## config.mk

```make
export PLATFORM = sky130hd
export DESIGN_NAME = fetch_unit
export DESIGN_NICKNAME = d
export VERILOG_FILES = /design/src/rtl/fetch_unit.sv
export SDC_FILE = /design/constraint.sdc
export NUM_CORES = 1
export LEC_CHECK = 0
export CAP_MARGIN = 20
export CORE_MARGIN = 3
export CORE_UTILIZATION = 42
export CTS_CLUSTER_DIAMETER = 120
export DETAILED_ROUTE_END_ITERATION = 10
export GPL_TIMING_DRIVEN = 0
export PLACE_DENSITY_LB_ADDON = 0.2
export SETUP_SLACK_MARGIN = 0.5
export SYNTH_ARGS = -nofsm -noshare
export SYNTH_HDL_FRONTEND = slang
export SYNTH_SLANG_ARGS = --single-unit
```

## constraint.sdc

```tcl
create_clock -name clk -period 2.63 [get_ports clk]
set_clock_uncertainty 0.1 [all_clocks]
set_input_delay 0.6575 -clock clk [delete_from_list [all_inputs] [get_ports clk]]
set_output_delay 0.6575 -clock clk [all_outputs]
set_load 0.01 [all_outputs]
```

## src/rtl/fetch_unit.sv

```systemverilog
// 6502 instruction fetch front end: reads the reset vector, then assembles
// opcode + operand bytes into a bundle handed to decode with valid/ready.
module fetch_unit #(
  parameter logic [15:0] RESET_VEC = 16'hFFFC
) (
  input  logic        clk,
  input  logic        rst,
  output logic [15:0] mem_addr,
  output logic        mem_rd,
  input  logic [7:0]  mem_rdata,
  input  logic        mem_ready,
  input  logic [1:0]  len_in,
  output logic [7:0]  inst_opcode,
  output logic [7:0]  inst_op1,
  output logic [7:0]  inst_op2,
  output logic [1:0]  inst_len,
  output logic [15:0] inst_pc,
  output logic        inst_valid,
  input  logic        inst_ready,
  input  logic        redirect_valid,
  input  logic [15:0] redirect_pc,
  output logic [15:0] pc_out
);

  typedef enum logic [2:0] {VEC_LO, VEC_HI, OPC, OP1, OP2, HOLD} state_t;

  state_t      state_q, state_d;
  logic [15:0] pc_q, pc_d;
  logic [7:0]  opcode_q, opcode_d;
  logic [7:0]  op1_q, op1_d;
  logic [7:0]  op2_q, op2_d;
  logic [1:0]  len_q, len_d;
  logic [15:0] ipc_q, ipc_d;
  logic        valid_q, valid_d;

  logic [1:0]  eff_len;
  logic        xfer;
  logic        redirect_active;

  // A decoder length of 0 is treated as a single-byte instruction.
  assign eff_len = (len_in == 2'd0) ? 2'd1 : len_in;
  assign xfer    = mem_rd && mem_ready;
  assign redirect_active = redirect_valid && (state_q != VEC_LO) && (state_q != VEC_HI);

  always_comb begin
    mem_rd   = 1'b0;
    mem_addr = pc_q;
    case (state_q)
      VEC_LO: begin mem_addr = RESET_VEC;         mem_rd = 1'b1; end
      VEC_HI: begin mem_addr = RESET_VEC + 16'd1; mem_rd = 1'b1; end
      OPC:    mem_rd = 1'b1;
      OP1:    mem_rd = (eff_len != 2'd1);
      OP2:    mem_rd = 1'b1;
      default: mem_rd = 1'b0;
    endcase
    if (rst) mem_rd = 1'b0;
  end

  always_comb begin
    state_d  = state_q;
    pc_d     = pc_q;
    opcode_d = opcode_q;
    op1_d    = op1_q;
    op2_d    = op2_q;
    len_d    = len_q;
    ipc_d    = ipc_q;
    // Redirect wins over any byte arriving this cycle; that byte is dropped.
    if (redirect_active) begin
      pc_d    = redirect_pc;
      state_d = OPC;
    end else begin
      case (state_q)
        VEC_LO: if (xfer) begin
          pc_d[7:0] = mem_rdata;
          state_d   = VEC_HI;
        end
        VEC_HI: if (xfer) begin
          pc_d[15:8] = mem_rdata;
          state_d    = OPC;
        end
        OPC: if (xfer) begin
          opcode_d = mem_rdata;
          ipc_d    = pc_q;
          pc_d     = pc_q + 16'd1;
          op1_d    = 8'h00;
          op2_d    = 8'h00;
          state_d  = OP1;
        end
        OP1: begin
          if (eff_len == 2'd1) begin
            len_d   = 2'd1;
            state_d = HOLD;
          end else if (xfer) begin
            op1_d   = mem_rdata;
            pc_d    = pc_q + 16'd1;
            len_d   = eff_len;
            state_d = (eff_len == 2'd3) ? OP2 : HOLD;
          end
        end
        OP2: if (xfer) begin
          op2_d   = mem_rdata;
          pc_d    = pc_q + 16'd1;
          state_d = HOLD;
        end
        HOLD: if (inst_ready) state_d = OPC;
        default: state_d = VEC_LO;
      endcase
    end
    valid_d = (state_d == HOLD);
  end

  always_ff @(posedge clk) begin
    if (rst) begin
      state_q  <= VEC_LO;
      pc_q     <= 16'h0000;
      opcode_q <= 8'h00;
      op1_q    <= 8'h00;
      op2_q    <= 8'h00;
      len_q    <= 2'd1;
      ipc_q    <= 16'h0000;
      valid_q  <= 1'b0;
    end else begin
      state_q  <= state_d;
      pc_q     <= pc_d;
      opcode_q <= opcode_d;
      op1_q    <= op1_d;
      op2_q    <= op2_d;
      len_q    <= len_d;
      ipc_q    <= ipc_d;
      valid_q  <= valid_d;
    end
  end

  assign inst_opcode = opcode_q;
  assign inst_op1    = op1_q;
  assign inst_op2    = op2_q;
  assign inst_len    = len_q;
  assign inst_pc     = ipc_q;
  assign inst_valid  = valid_q;
  assign pc_out      = pc_q;

endmodule

```

==> impl_metrics.toml <==
[setup_path]
worst_setup_path_end_kind = "output port"
critPathMaxFanout = 5
worstSetupPathType = "reg -> out"
rrSetupSlack_ns = 0.53
worstPathArrival_ns = 1.50
reg2reg_depth = 8
critPathRequiredTime_ns = 1.87
critPathLaunchType = "register"

[cts]
cts_made_buffers = 9
htreeDepth = 3
cts_tree = "built"
clk_latency_ns = 0.35
clock_path_buffers = 2
root_buffer = "clkbuf_8"
cts.sinks = 62
clk_pin_slew_ns = 0.07
cts_hold_buffers = 0

[min_path]
worstHoldPathType = "reg -> reg"
holdPathStages = 2

[detailed_routing]
dr.pass1.iters = 5
drtIter0Drc = 273
wl_per_cell_um = 17.7
viasPerCell = 5.70
wirelength_um = 12000
ant_nets = 0
num_vias = 3865
drc_errors = 0

[logic_synthesis]
yosys-top-cells-area = "dfxtp_1 37%, nand2_1 9.5%, a21oi_1 8.4%"
yosysUniqueCellTypes = 73
synthFlopType = "dfxtp_1"
synth_top_area_cell = "dfxtp_1"
yosysSeqAreaShare_pct = 36.5
syn_nets = 470
syn_area_sq_mm = 0.00340
synth.avg_cell_area_sq_um = 7.76
synth_edf_count = 0
ys_ff_latch = 62
synthCells = 438
synth_warnings = 0
synthArstFlopShare_pct = 0
yosysTopAreaCellShare_pct = 36.5

[layout]
drive_above_1_share_pct = 21.7
multi_input_area_sq_mm = 0.00206
stdcell_area_sq_mm = 0.00511
nNetsFinal = 603
num_antenna_cells = 0
syn_to_final_growth_pct = 50.3
final_cell_mix = "84 x clkdlybuf4s50_1, 79 x nand2_1, 57 x a21oi_1, 50 x dfxtp_1, 26 x nand3_1"
regArea_sq_mm = 0.00127
finalNonFillerCells = 678
final_common_cell = "clkdlybuf4s50_1"
nFillCells = 710

[sta]
maxSlewHeadroom_pct = 57.6
fin_ws_ns = 0.370
hold_viol_final = 0
finalMaxSlewViolations = 0
finalSetupViolations = 0
layout_min_cycle_time_ns = 2.26
clock.fmax_mhz = 442
worstMarginPinSlew_ns = 0.636
rsz0062_at_grt = "true"
finalCritPeriodShare_pct = 85.9
fin_tns_setup_ns = 0

[place]
placed_cell_area_sq_mm = 0.00458
port_buffers = 105
dp_cells = 645
place_congestion = 0.894
hpwl_um = 8410
pre_cts_ws_ns = -0.528

[die]
pin_count = 107
rows = 32
initial_core_util_pct = 43.5
die-area_sq_mm = 0.00920
die_h_um = 95.9
die_w_um = 95.9
core_area_sq_mm = 0.00781

[global_route]
grt_max_degree = 11
grt-ovfl-total = 0
antenna_found_initial = 0
grt_pass1_wl_um = 18300
grt_usage_pct = 26.0
grt_pass1_vias = 3560

[run]
max_cap_viol_count = 0

[power]
power_mw = 2.23
vdd_ir_drop_max_uv = 286
powerDensity_mw_per_mm2 = 437
power_leakage_nw = 1.77

[run_status]
status = "complete, no violations"
-- metrics by stage --
stage                     hold WS [ns]  util, %
after floorplan                  0.376        -
after global placement           0.342     58.6
after detailed placement         0.344     58.6
after CTS                        0.351     63.9
after global routing             0.369     65.4
final                            0.351     65.4
-- worst paths after layout --
path,from,to
worst max-delay path,state_q[1]$_SDFF_PP0_,mem_addr[10]
worst min register to register,inst_op1[0]$_SDFFE_PP0P_,inst_op1[0]$_SDFFE_PP0P_
worst max register to register,state_q[1]$_SDFF_PP0_,pc_out[12]$_SDFFE_PP0P_
worst min-delay path,inst_op1[0]$_SDFFE_PP0P_,inst_op1[0]$_SDFFE_PP0P_
-- report_power, final --
group / internal [mW] / switching (mW) / total (mW)
Clock: 0.363 / 0.385 / 0.748
Combinational: 0.238 / 0.254 / 0.492
Sequential: 0.961 / 0.0292 / 0.990
-- sequential cells by signal, indices dropped and copies added, names as in the netlist --
| register | cells |
|---|---|
| inst_pc | 16 |
| pc_out | 16 |
| inst_op1 | 8 |
| inst_op2 | 8 |
| inst_opcode | 8 |
| state_q | 3 |
| inst_len | 2 |
| inst_valid | 1 |
-- worst max-delay path: stages (launching register included) --
cell       delay, ns
dfxtp_2         0.33
buf_6           0.12
or2_4           0.22
buf_6           0.14
clkbuf_16       0.16
nand2b_1        0.06
buf_2           0.12
-- synth_stat cells (3+ instances only) --
master,number
nand2_1,86
dfxtp_1,62
a21oi_1,57
nand3_1,26
nor2_1,17
o21ai_1,17
nand2b_1,15
nor3_1,15
clkbuf_1,14
a211oi_1,13
buf_2,12
inv_1,11
buf_4,6
o21ai_0,5
a221oi_1,3
a311oi_1,3
a31o_1,3
and2_1,3
-- cell families after synthesis --
| family | share of synthesized area (%) |
|---|---|
| simple gates | 29.2 |
| compound gates | 25.6 |
| flops | 36.5 |
| buf+inv | 6.41 |
| xor+xnor | 1.03 |
| mux | 0.921 |
| fa+ha+maj | 0.368 |
-- metal layers --
layer	wire (um)	vias up	global-route usage [%]
met4	342	0	10.5
met3	1090	41	6.10
met1	4960	1791	33.2
met5	0	-	0
met2	5600	202	42.2
li1	-	1831	-
-- area by class of cell --
class / count / area share (%)
clock inverters: 4 / 0.441
flip-flops and latches: 62 / 24.8
multi-input cells: 330 / 40.4
plain buffers: 35 / 5.19
repair buffers: 122 / 23.0
well taps: 102 / 2.50
inverters: 11 / 0.809
clock buffers: 12 / 2.84
-- repair_timing --
action,4_1_cts,5_1_grt
setup endpoints to repair,74,65
pin swaps,10,1
gates resized for setup,126,32
buffers inserted,12,3
gates cloned,2,0
No activity file was read; power rests on OpenSTA's default activity.
